===== src/rtl/board_renderer.sv =====
// board_renderer: repaints Plot Four squares whose blue/red occupancy changed into the vga_adapter frame buffer.
// Latency: 1 scan cycle + FILL*FILL plot cycles per stale square; all outputs registered, no backpressure (one pixel per clk).
// Optional BOARD_RENDER_GRID_EN: paints a green background under every cell once after reset.
module board_renderer #(
    parameter int X0   = 40,
    parameter int Y0   = 10,
    parameter int CELL = 20,
    parameter int FILL = 16
) (
    input  logic        clk,
    input  logic        reset,
    input  logic [19:0] blue,
    input  logic [19:0] red,
    output logic [7:0]  x,
    output logic [6:0]  y,
    output logic [2:0]  colour,
    output logic        plot,
    output logic        busy
);
    localparam int PW  = (FILL > 1) ? $clog2(FILL) : 1;
    localparam int OFS = (CELL - FILL) / 2;
    localparam logic [PW-1:0] PMAX = PW'(FILL - 1);
    localparam logic [4:0]    LAST = 5'd19;

    typedef enum logic [1:0] {IDLE, SCAN, DRAW, GRID} state_t;

    state_t        state, state_n;
    logic [4:0]    idx, idx_n;
    logic [PW-1:0] px, px_n, py, py_n;
    logic          lat_b, lat_b_n, lat_r, lat_r_n;
    logic [2:0]    lat_col, lat_col_n;
    logic [19:0]   drawn_b, drawn_r, valid, stale;
    logic          commit;
    logic [7:0]    x_n;
    logic [6:0]    y_n;
    logic [2:0]    colour_n;
    logic          plot_n, busy_n;

`ifdef BOARD_RENDER_GRID_EN
    localparam logic [7:0] GX_MAX = 8'(4 * CELL - 1);
    localparam logic [6:0] GY_MAX = 7'(5 * CELL - 1);
    logic [7:0] gx, gx_n;
    logic [6:0] gy, gy_n;
    logic       grid_done, grid_done_n;
`endif

    function automatic logic [2:0] square_colour(input logic b, input logic r);
        case ({b, r})
            2'b00:   square_colour = 3'b111;
            2'b10:   square_colour = 3'b001;
            2'b01:   square_colour = 3'b100;
            default: square_colour = 3'b101;
        endcase
    endfunction

    // A square never drawn since reset is stale regardless of its occupancy.
    assign stale = ~valid | (blue ^ drawn_b) | (red ^ drawn_r);

    always_comb begin
        state_n   = state;
        idx_n     = idx;
        px_n      = px;
        py_n      = py;
        lat_b_n   = lat_b;
        lat_r_n   = lat_r;
        lat_col_n = lat_col;
        commit    = 1'b0;
`ifdef BOARD_RENDER_GRID_EN
        gx_n        = gx;
        gy_n        = gy;
        grid_done_n = grid_done;
`endif
        case (state)
            IDLE: begin
`ifdef BOARD_RENDER_GRID_EN
                if (!grid_done) begin
                    state_n = GRID;
                    gx_n    = '0;
                    gy_n    = '0;
                end else
`endif
                if (|stale) begin
                    state_n = SCAN;
                    idx_n   = '0;
                end
            end
            SCAN: begin
                if (stale[idx]) begin
                    lat_b_n   = blue[idx];
                    lat_r_n   = red[idx];
                    lat_col_n = square_colour(blue[idx], red[idx]);
                    px_n      = '0;
                    py_n      = '0;
                    state_n   = DRAW;
                end else if (idx == LAST) begin
                    state_n = IDLE;
                end else begin
                    idx_n = idx + 5'd1;
                end
            end
            DRAW: begin
                if (px == PMAX) begin
                    px_n = '0;
                    if (py == PMAX) begin
                        commit = 1'b1;
                        py_n   = '0;
                        if (idx == LAST) begin
                            state_n = IDLE;
                        end else begin
                            state_n = SCAN;
                            idx_n   = idx + 5'd1;
                        end
                    end else begin
                        py_n = py + 1'b1;
                    end
                end else begin
                    px_n = px + 1'b1;
                end
            end
`ifdef BOARD_RENDER_GRID_EN
            GRID: begin
                if (gx == GX_MAX) begin
                    gx_n = '0;
                    if (gy == GY_MAX) begin
                        grid_done_n = 1'b1;
                        state_n     = SCAN;
                        idx_n       = '0;
                    end else begin
                        gy_n = gy + 7'd1;
                    end
                end else begin
                    gx_n = gx + 8'd1;
                end
            end
`endif
            default: state_n = IDLE;
        endcase
    end

    // Outputs are derived from next-state values so the registered pixel lines up with the DRAW cycle.
    always_comb begin
        x_n      = x;
        y_n      = y;
        colour_n = colour;
        plot_n   = 1'b0;
        busy_n   = (state_n != IDLE);
        if (state_n == DRAW) begin
            x_n      = 8'(X0 + OFS + CELL * int'(idx_n[1:0]) + int'(px_n));
            y_n      = 7'(Y0 + OFS + CELL * int'(idx_n[4:2]) + int'(py_n));
            colour_n = lat_col_n;
            plot_n   = 1'b1;
        end
`ifdef BOARD_RENDER_GRID_EN
        else if (state_n == GRID) begin
            x_n      = 8'(X0 + int'(gx_n));
            y_n      = 7'(Y0 + int'(gy_n));
            colour_n = 3'b010;
            plot_n   = 1'b1;
        end
`endif
    end

    always_ff @(posedge clk or posedge reset) begin
        if (reset) begin
            state   <= IDLE;
            idx     <= '0;
            px      <= '0;
            py      <= '0;
            lat_b   <= 1'b0;
            lat_r   <= 1'b0;
            lat_col <= '0;
            drawn_b <= '0;
            drawn_r <= '0;
            valid   <= '0;
`ifdef BOARD_RENDER_GRID_EN
            gx        <= '0;
            gy        <= '0;
            grid_done <= 1'b0;
`endif
        end else begin
            state   <= state_n;
            idx     <= idx_n;
            px      <= px_n;
            py      <= py_n;
            lat_b   <= lat_b_n;
            lat_r   <= lat_r_n;
            lat_col <= lat_col_n;
            if (commit) begin
                drawn_b[idx] <= lat_b;
                drawn_r[idx] <= lat_r;
                valid[idx]   <= 1'b1;
            end
`ifdef BOARD_RENDER_GRID_EN
            gx        <= gx_n;
            gy        <= gy_n;
            grid_done <= grid_done_n;
`endif
        end
    end

    always_ff @(posedge clk or posedge reset) begin
        if (reset) begin
            x      <= '0;
            y      <= '0;
            colour <= '0;
            plot   <= 1'b0;
            busy   <= 1'b0;
        end else begin
            x      <= x_n;
            y      <= y_n;
            colour <= colour_n;
            plot   <= plot_n;
            busy   <= busy_n;
        end
    end
endmodule


===== config.mk =====
export PLATFORM = sky130hd
export DESIGN_NAME = board_renderer
export DESIGN_NICKNAME = d
export VERILOG_FILES = /design/src/rtl/board_renderer.sv
export SDC_FILE = /design/constraint.sdc
export NUM_CORES = 1
export LEC_CHECK = 0
export ABC_AREA = 1
export CORE_MARGIN = 8
export CORE_UTILIZATION = 47
export CTS_CLUSTER_SIZE = 12
export DETAILED_ROUTE_END_ITERATION = 7
export PLACE_DENSITY_LB_ADDON = 0.1
export SLEW_MARGIN = 20
export SYNTH_ARGS = -nofsm -noshare
export SYNTH_HDL_FRONTEND = slang
export SYNTH_SLANG_ARGS = --single-unit

===== constraint.sdc =====
create_clock -name clk -period 7.06 [get_ports clk]
set_input_delay 2.118 -clock clk [delete_from_list [all_inputs] [get_ports clk]]
set_output_delay 2.118 -clock clk [all_outputs]
set_load 0.03 [all_outputs]

==> results by group, run 1 <==
Worst setup path
  • Worst Setup End Kind: flip-flop
  • CP required: 7290 ps
  • Reg-to-reg startpoint: idx[1]$_DFF_PP0_
  • CP startpoint kind: input port
  • WS Path Type: in2reg
  • Crit path DAT: 5480 ps
  • CP max FO: 3
  • Flop2flop setup slack: 3150 ps
  • Critical R2R Capture: y[6]$_DFFE_PP0P_
  • Cell depth of the worst flop-to-flop path: 23

Die
  • Io pins: 62
  • Die height: 129 um
  • Die footprint: 16600 um^2
  • Starting density of the core: 47.8%
  • Rows: 41
  • Core area: 12500 um^2
  • Chip Width: 129 um

Logic synthesis
  • Synthesis warning total: 0
  • Synth cell types: 45
  • Syn Area/Cell: 7.09 um^2
  • Ys async rst share: 100%
  • Part of the Yosys area used for sequential elements: 41.4%
  • Largest cells by area after synthesis: dfrtp_1, nand2_1, inv_1
  • Ys flop type: dfrtp_1
  • Synth top cells by count: nand2_1, inv_1, nor2_1
  • Post-Syn Nets: 908
  • Largest area contributor in the synthesized netlist: dfrtp_1
  • Area share of the leading cell type in the synthesized netlist: 41.4%
  • FF+latch count, synth: 99
  • Mapped cell area: 5980 um^2
  • Top-count cell post-synth: nand2_1
  • Syn Inst Count: 844
  • EDFF count, synth: 0

STA
  • Worst slew margin: 41.7%
  • Setup_tns: 0 ps
  • Clk_skew: 6.65 ps
  • RSZ-0062 raised after global routing: no
  • Final Setup Violations: 0
  • Final Cycle Share: 74.4%
  • Final hold vios: 0
  • Tmin final: 5250 ps
  • Max-slew violation count: 0
  • Fmax: 190 MHz
  • Worst Tran Pin Value: 875 ps

Clock network
  • CTS clk-pin slew, worst paths: 70 ps
  • Root buf cell: clkbuf_16
  • Setup Buffers After CTS: 0
  • CTS Sinks: 99
  • Hold_buf cts: 0
  • Clock buffer depth: 2
  • CTS tree: done
  • CTS buffer count: 9
  • Worst-Skew Late Latency: 360 ps
  • H-tree Lvls: 3
  • Resize count post-CTS: 0

Place
  • DP Cell Count: 1061
  • Placer Congestion: 0.874
  • Port Buffer Count: 60
  • Final HPWL DP: 12000 um

Final layout
  • Filler instances: 1255
  • Area grow syn2layout: 18.3%
  • Layout net count: 964
  • Final std cells w/o fill: 1077
  • Ant diodes: 0
  • Final Util: 56.5%
  • Share of layout cells above drive strength 1: 4.97%

Worst hold path
  • Hold path startpoint: valid[7]$_DFFE_PP0P_
  • Hold Path Depth: 2
  • Hold Path Class: reg2reg
  • Hold Path End: valid[7]$_DFFE_PP0P_

Power and ir drop
  • Clk pwr share: 47.3%
  • Sw Ratio: 21.6%
  • Gate power share: 5.6%
  • Peak VDD IR: 0.156 mV
  • P_sw: 0.000264 W
  • Power per cell area: 172 nW/um^2
  • Lkg Pwr: 3.58 nW
  • P_int: 0.000957 W
  • Reg power frac: 47.1%

Global route
  • Global-route usage over all layers: 21.0%
  • Vias in the first global route: 5700
  • Largest net degree at the start of global routing: 58
  • Initial antenna violation count: 0
  • First-pass GRT wire length: 27400 um
  • GR Overflow Total: 0

Route
  • Antenna viol nets, final: 0
  • DRT Pass-1 Iters: 5
  • DRC viols: 0
  • 1st-iter DRT viols: 358
  • Via count: 5467
  • WL/cell: 15.1 um
  • Vias per inst: 5.08
  • Total wire length: 16200 um

Run
  • Total of max-cap violations: 0

Run status
  • Run status: finished clean
-- power by group through the flow --
stage          clock (W)  combinational (W)  sequential [W]
6_report        0.000577          0.0000683        0.000575
3_5_place_dp           0          0.0000683        0.000585
3_3_place_gp           0          0.0000673        0.000585
2_1_floorplan          0          0.0000307        0.000583
5_1_grt         0.000612          0.0000762        0.000574
4_1_cts         0.000591          0.0000690        0.000575
-- metrics by stage --
step / instance area (um^2) / setup WS [ps] / hold slack [ps] / total power [W]
finish: 7080 / 1810 / 452 / 0.00122
global route: 7080 / 1500 / 473 / 0.00126
CTS: 7080 / 1810 / 459 / 0.00123
detailed placement: 6730 / 1410 / 442 / 0.000654
global placement: 6730 / 1560 / 434 / 0.000653
floorplan: 5980 / 2350 / 422 / 0.000613
-- state kept, by name, summed over array words and instances, names as in the netlist --
register and cells:
drawn_b 20, drawn_r 20, valid 20, x 7, y 7, idx 5
px 4, py 4, colour 3, lat_col 3, state 2, busy 1
lat_b 1, lat_r 1, plot 1
-- cell type report --
type	count	area, um^2	share of cell area [%]
clock buffers	10	239	3.38
well taps	172	215	3.04
flip-flops and latches	99	2480	35.0
multi-input cells	567	2810	39.7
inverters	161	609	8.61
repair buffers	62	616	8.70
clock inverters	6	111	1.57
-- cell families after synthesis --
logic type | after synthesis | synth area share, %
XOR/XNOR | 13 | 1.90
flip-flops | 99 | 41.4
buffers and inverters | 178 | 11.7
other | 1 | 0.0627
adder cells (fa/ha/maj) | 22 | 4.85
AND/OR/NAND/NOR | 407 | 28.4
AO/OA/AOI/OAI | 123 | 11.5
multiplexers | 1 | 0.188
-- worst max-delay path, cell delays in order --
cell	delay (ps)
clkdlybuf4s50_1	500
inv_1	50
a21oi_1	160
nand2_1	70
nor2_1	120
nand3_1	100
nor2_1	160
nand2_1	80
nor2_1	190
nand2_1	130
nor2_1	210
nor2_1	100
o22ai_1	150
nand2_1	60
o21a_1	120
inv_1	80
ha_1	250
ha_1	280
nand3_1	70
nand2_1	80
xor2_1	180
xnor2_1	130
o21ai_0	80
-- per-layer routing --
layer | vias to the layer above | share of wire, % | global-route usage [%]
li1 | 2726 | - | -
met1 | 2561 | 44 | 24.9
met2 | 145 | 49 | 36.0
met3 | 35 | 4.9 | 4.51
met4 | 0 | 2.8 | 9.26
met5 | - | 0 | 0
-- cells in the final DEF, fill, tap and decap left out, types with 2 or more instances in the layout --
cell type          n
a21oi_1           61
a22oi_1            4
buf_4              2
bufinv_16          3
clkbuf_16          9
clkdlybuf4s50_1   60
dfrtp_1           99
fa_1               2
ha_1              20
inv_1            152
inv_2              7
inv_4              2
nand2_1          221
nand2_2            6
nand3_1           44
nand3b_1           4
nand4_1            5
nor2_1           100
nor3_1            13
nor4_1             3
o2111ai_1          2
o21ai_0           35
o21ai_1            5
o21bai_1           3
o221ai_1           2
o22ai_1            4
o32ai_1            2
or2_2              4
xnor2_1            7
xor2_1             6
-- how the worst max path moves through the flow --
stage / to / cells after the start / startpoint
after floorplan: busy$_DFF_PP0_ / 1 / reset
after global placement: y[6]$_DFFE_PP0P_ / 23 / blue[7]
after detailed placement: y[6]$_DFFE_PP0P_ / 23 / blue[7]
after CTS: y[6]$_DFFE_PP0P_ / 23 / blue[7]
after global routing: y[6]$_DFFE_PP0P_ / 23 / blue[7]
final: y[6]$_DFFE_PP0P_ / 23 / blue[7]
No activity file was read; power rests on OpenSTA's default activity.
==> run 2: changes to the inputs <==
- clock period: 7.06 -> 5.1 ns (I/O delays scaled with it)
==> results by group, run 2 (same netlist as run 1, synthesis figures left out) <==
Clock network
  • CTS tree: done
  • Setup Buffers After CTS: 0 (unchanged)
  • Hold_buf cts: 0 (unchanged)
  • Clock buffer depth: 2 (unchanged)
  • CTS buffer count: 9 (unchanged)
  • Resize count post-CTS: 0 (unchanged)
  • Worst-Skew Late Latency: 350 ps (about the same)
  • CTS Sinks: 99 (unchanged)
  • CTS clk-pin slew, worst paths: 70 ps (about the same)
  • Root buf cell: clkbuf_16
  • H-tree Lvls: 3 (unchanged)

STA
  • Final hold vios: 0 (unchanged)
  • Clk_skew: 9.66 ps (+3.01 ps)
  • Worst Tran Pin Value: 966 ps (+91.6 ps)
  • Worst slew margin: 35.6% (-6.1 points)
  • Hold slack: 456 ps (+3.95 ps)
  • Final Cycle Share: 91.2%
  • Max-slew violation count: 0 (unchanged)
  • RSZ-0062 raised after global routing: no
  • Fmax: 215 MHz
  • Final Setup Violations: 0 (unchanged)
  • Tmin final: 4650 ps
  • Setup_tns: 0 ps (unchanged)

Final layout
  • Ant diodes: 0 (unchanged)
  • Final std cells w/o fill: 1082 (+0.46%)
  • Multi-input gate area: 2810 um^2 (unchanged)
  • Storage cell area: 2480 um^2 (unchanged)
  • Area grow syn2layout: 18.1%
  • Share of layout cells above drive strength 1: 5.38% (+0.41 points)
  • Filler instances: 1214 (-3.3%)
  • Most frequent cells in the layout: nand2_1, inv_1, nor2_1, dfrtp_1, a21oi_1
  • Largest registers: drawn_b (20), drawn_r (20), valid (20)
  • Final Util: 56.5% (-0.060 points)
  • Commonest non-fill, non-tap cell in the layout: nand2_1
  • Layout net count: 969 (+0.52%)

Route
  • DRC viols: 0 (unchanged)
  • Total wire length: 16000 um (-1.5%)
  • WL/cell: 14.8 um (-1.9%)
  • Vias per inst: 5.05 (-0.46%)
  • Antenna viol nets, final: 0 (unchanged)
  • DRT Pass-1 Iters: 5 (unchanged)
  • Metal2 WL: 7600 um (-3.6%)
  • Top Layer Used: met4
  • Via count: 5467 (unchanged)
  • Post-Route M1 WL: 7130 um (+0.39%)
  • 1st-iter DRT viols: 366 (+2.2%)
  • Met3 WL: 812 um (+2.0%)

Worst setup path
  • Reg-to-reg startpoint: idx[0]$_DFF_PP0_
  • WS Path Type: in2reg
  • Critical R2R Capture: y[5]$_DFFE_PP0P_
  • Crit path DAT: 4880 ps (-600 ps)
  • CP max FO: 3 (unchanged)
  • CP required: 5330 ps (-1960 ps)
  • CP startpoint kind: input port
  • Cell depth of the worst flop-to-flop path: 22 (-4.3%)
  • Flop2flop setup slack: 1440 ps (-1710 ps)
  • Worst Setup End Kind: flip-flop

Worst hold path
  • Hold Path End: valid[10]$_DFFE_PP0P_
  • Hold path startpoint: valid[10]$_DFFE_PP0P_
  • Hold Path Depth: 2 (unchanged)
  • Hold Path Class: reg2reg

Die
  • Die footprint: 16600 um^2 (unchanged)
  • Core area: 12500 um^2 (unchanged)
  • Chip Width: 129 um (unchanged)
  • Io pins: 62 (unchanged)
  • Die height: 129 um (unchanged)
  • Starting density of the core: 47.8% (unchanged)
  • Rows: 41 (unchanged)

Place
  • Final HPWL DP: 12000 um (+0.33%)
  • Placer Congestion: 0.875 (+0.21%)
  • Port Buffer Count: 60 (unchanged)
  • DP Cell Count: 1066 (+0.47%)

Global route
  • Largest net degree at the start of global routing: 71 (+22%)
  • Initial antenna violation count: 0 (unchanged)
  • First-pass GRT wire length: 26200 um (-4.5%)
  • Global-route usage over all layers: 20.0% (-1.0 points)
  • GR Overflow Total: 0 (unchanged)
  • Vias in the first global route: 5426 (-4.8%)

Power and ir drop
  • Peak VDD IR: 0.161 mV (+3.1%)
  • Lkg Pwr: 3.57 nW (about the same)
  • Power per cell area: 225 nW/um^2 (+30%)
  • PnR Total Power: 0.00159 W (+30%)

Run status
  • Run status: finished clean

Run
  • Total of max-cap violations: 0 (unchanged)
-- run 2: cell type report --
| cell class | instances | area share [%] |
|---|---|---|
| clock buffer | 11 | 3.43 |
| tap | 172 | 3.04 |
| sequential | 99 | 35.1 |
| inverter | 161 | 8.62 |
| clock inverter | 5 | 0.885 |
| multi-input combinational | 567 | 39.7 |
| timing repair buffer | 67 | 9.24 |
-- run 2: through the flow --
step	setup WS, ps	cell area, um^2
after floorplan	980	5980
after global placement	214	6760
after detailed placement	126	6760
after CTS	511	7070
after global routing	77.5	7070
final	450	7070
-- run 2: worst max-delay path: stages --
cell	delay, ps
clkdlybuf4s50_1	500
inv_1	50
a21oi_1	160
nand2_1	70
nor2_1	120
nand3_1	90
nor2_1	170
nand2_1	120
nor2_1	150
nand2_1	90
nor2_1	230
nor2_1	110
o22ai_1	160
nand2_1	70
o21a_1	130
inv_1	80
ha_1	240
ha_1	290
nand3_1	70
nand2_1	80
xor2_1	170
xnor2_1	130
o21ai_0	80
-- run 2: worst max path at each step --
stage	endpoint	depth (start not counted)	startpoint	slack, ps
3_5_place_dp	y[6]$_DFFE_PP0P_	23	blue[7]	130
3_3_place_gp	y[6]$_DFFE_PP0P_	23	blue[7]	210
6_report	y[6]$_DFFE_PP0P_	23	blue[7]	450
2_1_floorplan	busy$_DFF_PP0_	1	reset	980
5_1_grt	y[6]$_DFFE_PP0P_	23	blue[7]	80
4_1_cts	y[6]$_DFFE_PP0P_	23	blue[7]	510
-- run 2: where the power goes --
group | switching (W) | internal (W) | leakage [nW]
Sequential | 0.00000757 | 0.000788 | 1.30
Combinational | 0.0000510 | 0.0000433 | 2.14
Clock | 0.000304 | 0.000396 | 0.142
-- run 2: layer usage --
metal	GRT usage, %	vias to the layer above
li1	-	2740
met1	24.2	2548
met2	33.7	147
met3	4.05	32
met4	9.33	0
met5	0	-
==> run 3: changes to the inputs <==
- TNS_END_PERCENT: default -> 50
==> results of run 3 <==
The final DEF is identical to that of run 2; final timing and power are the same.
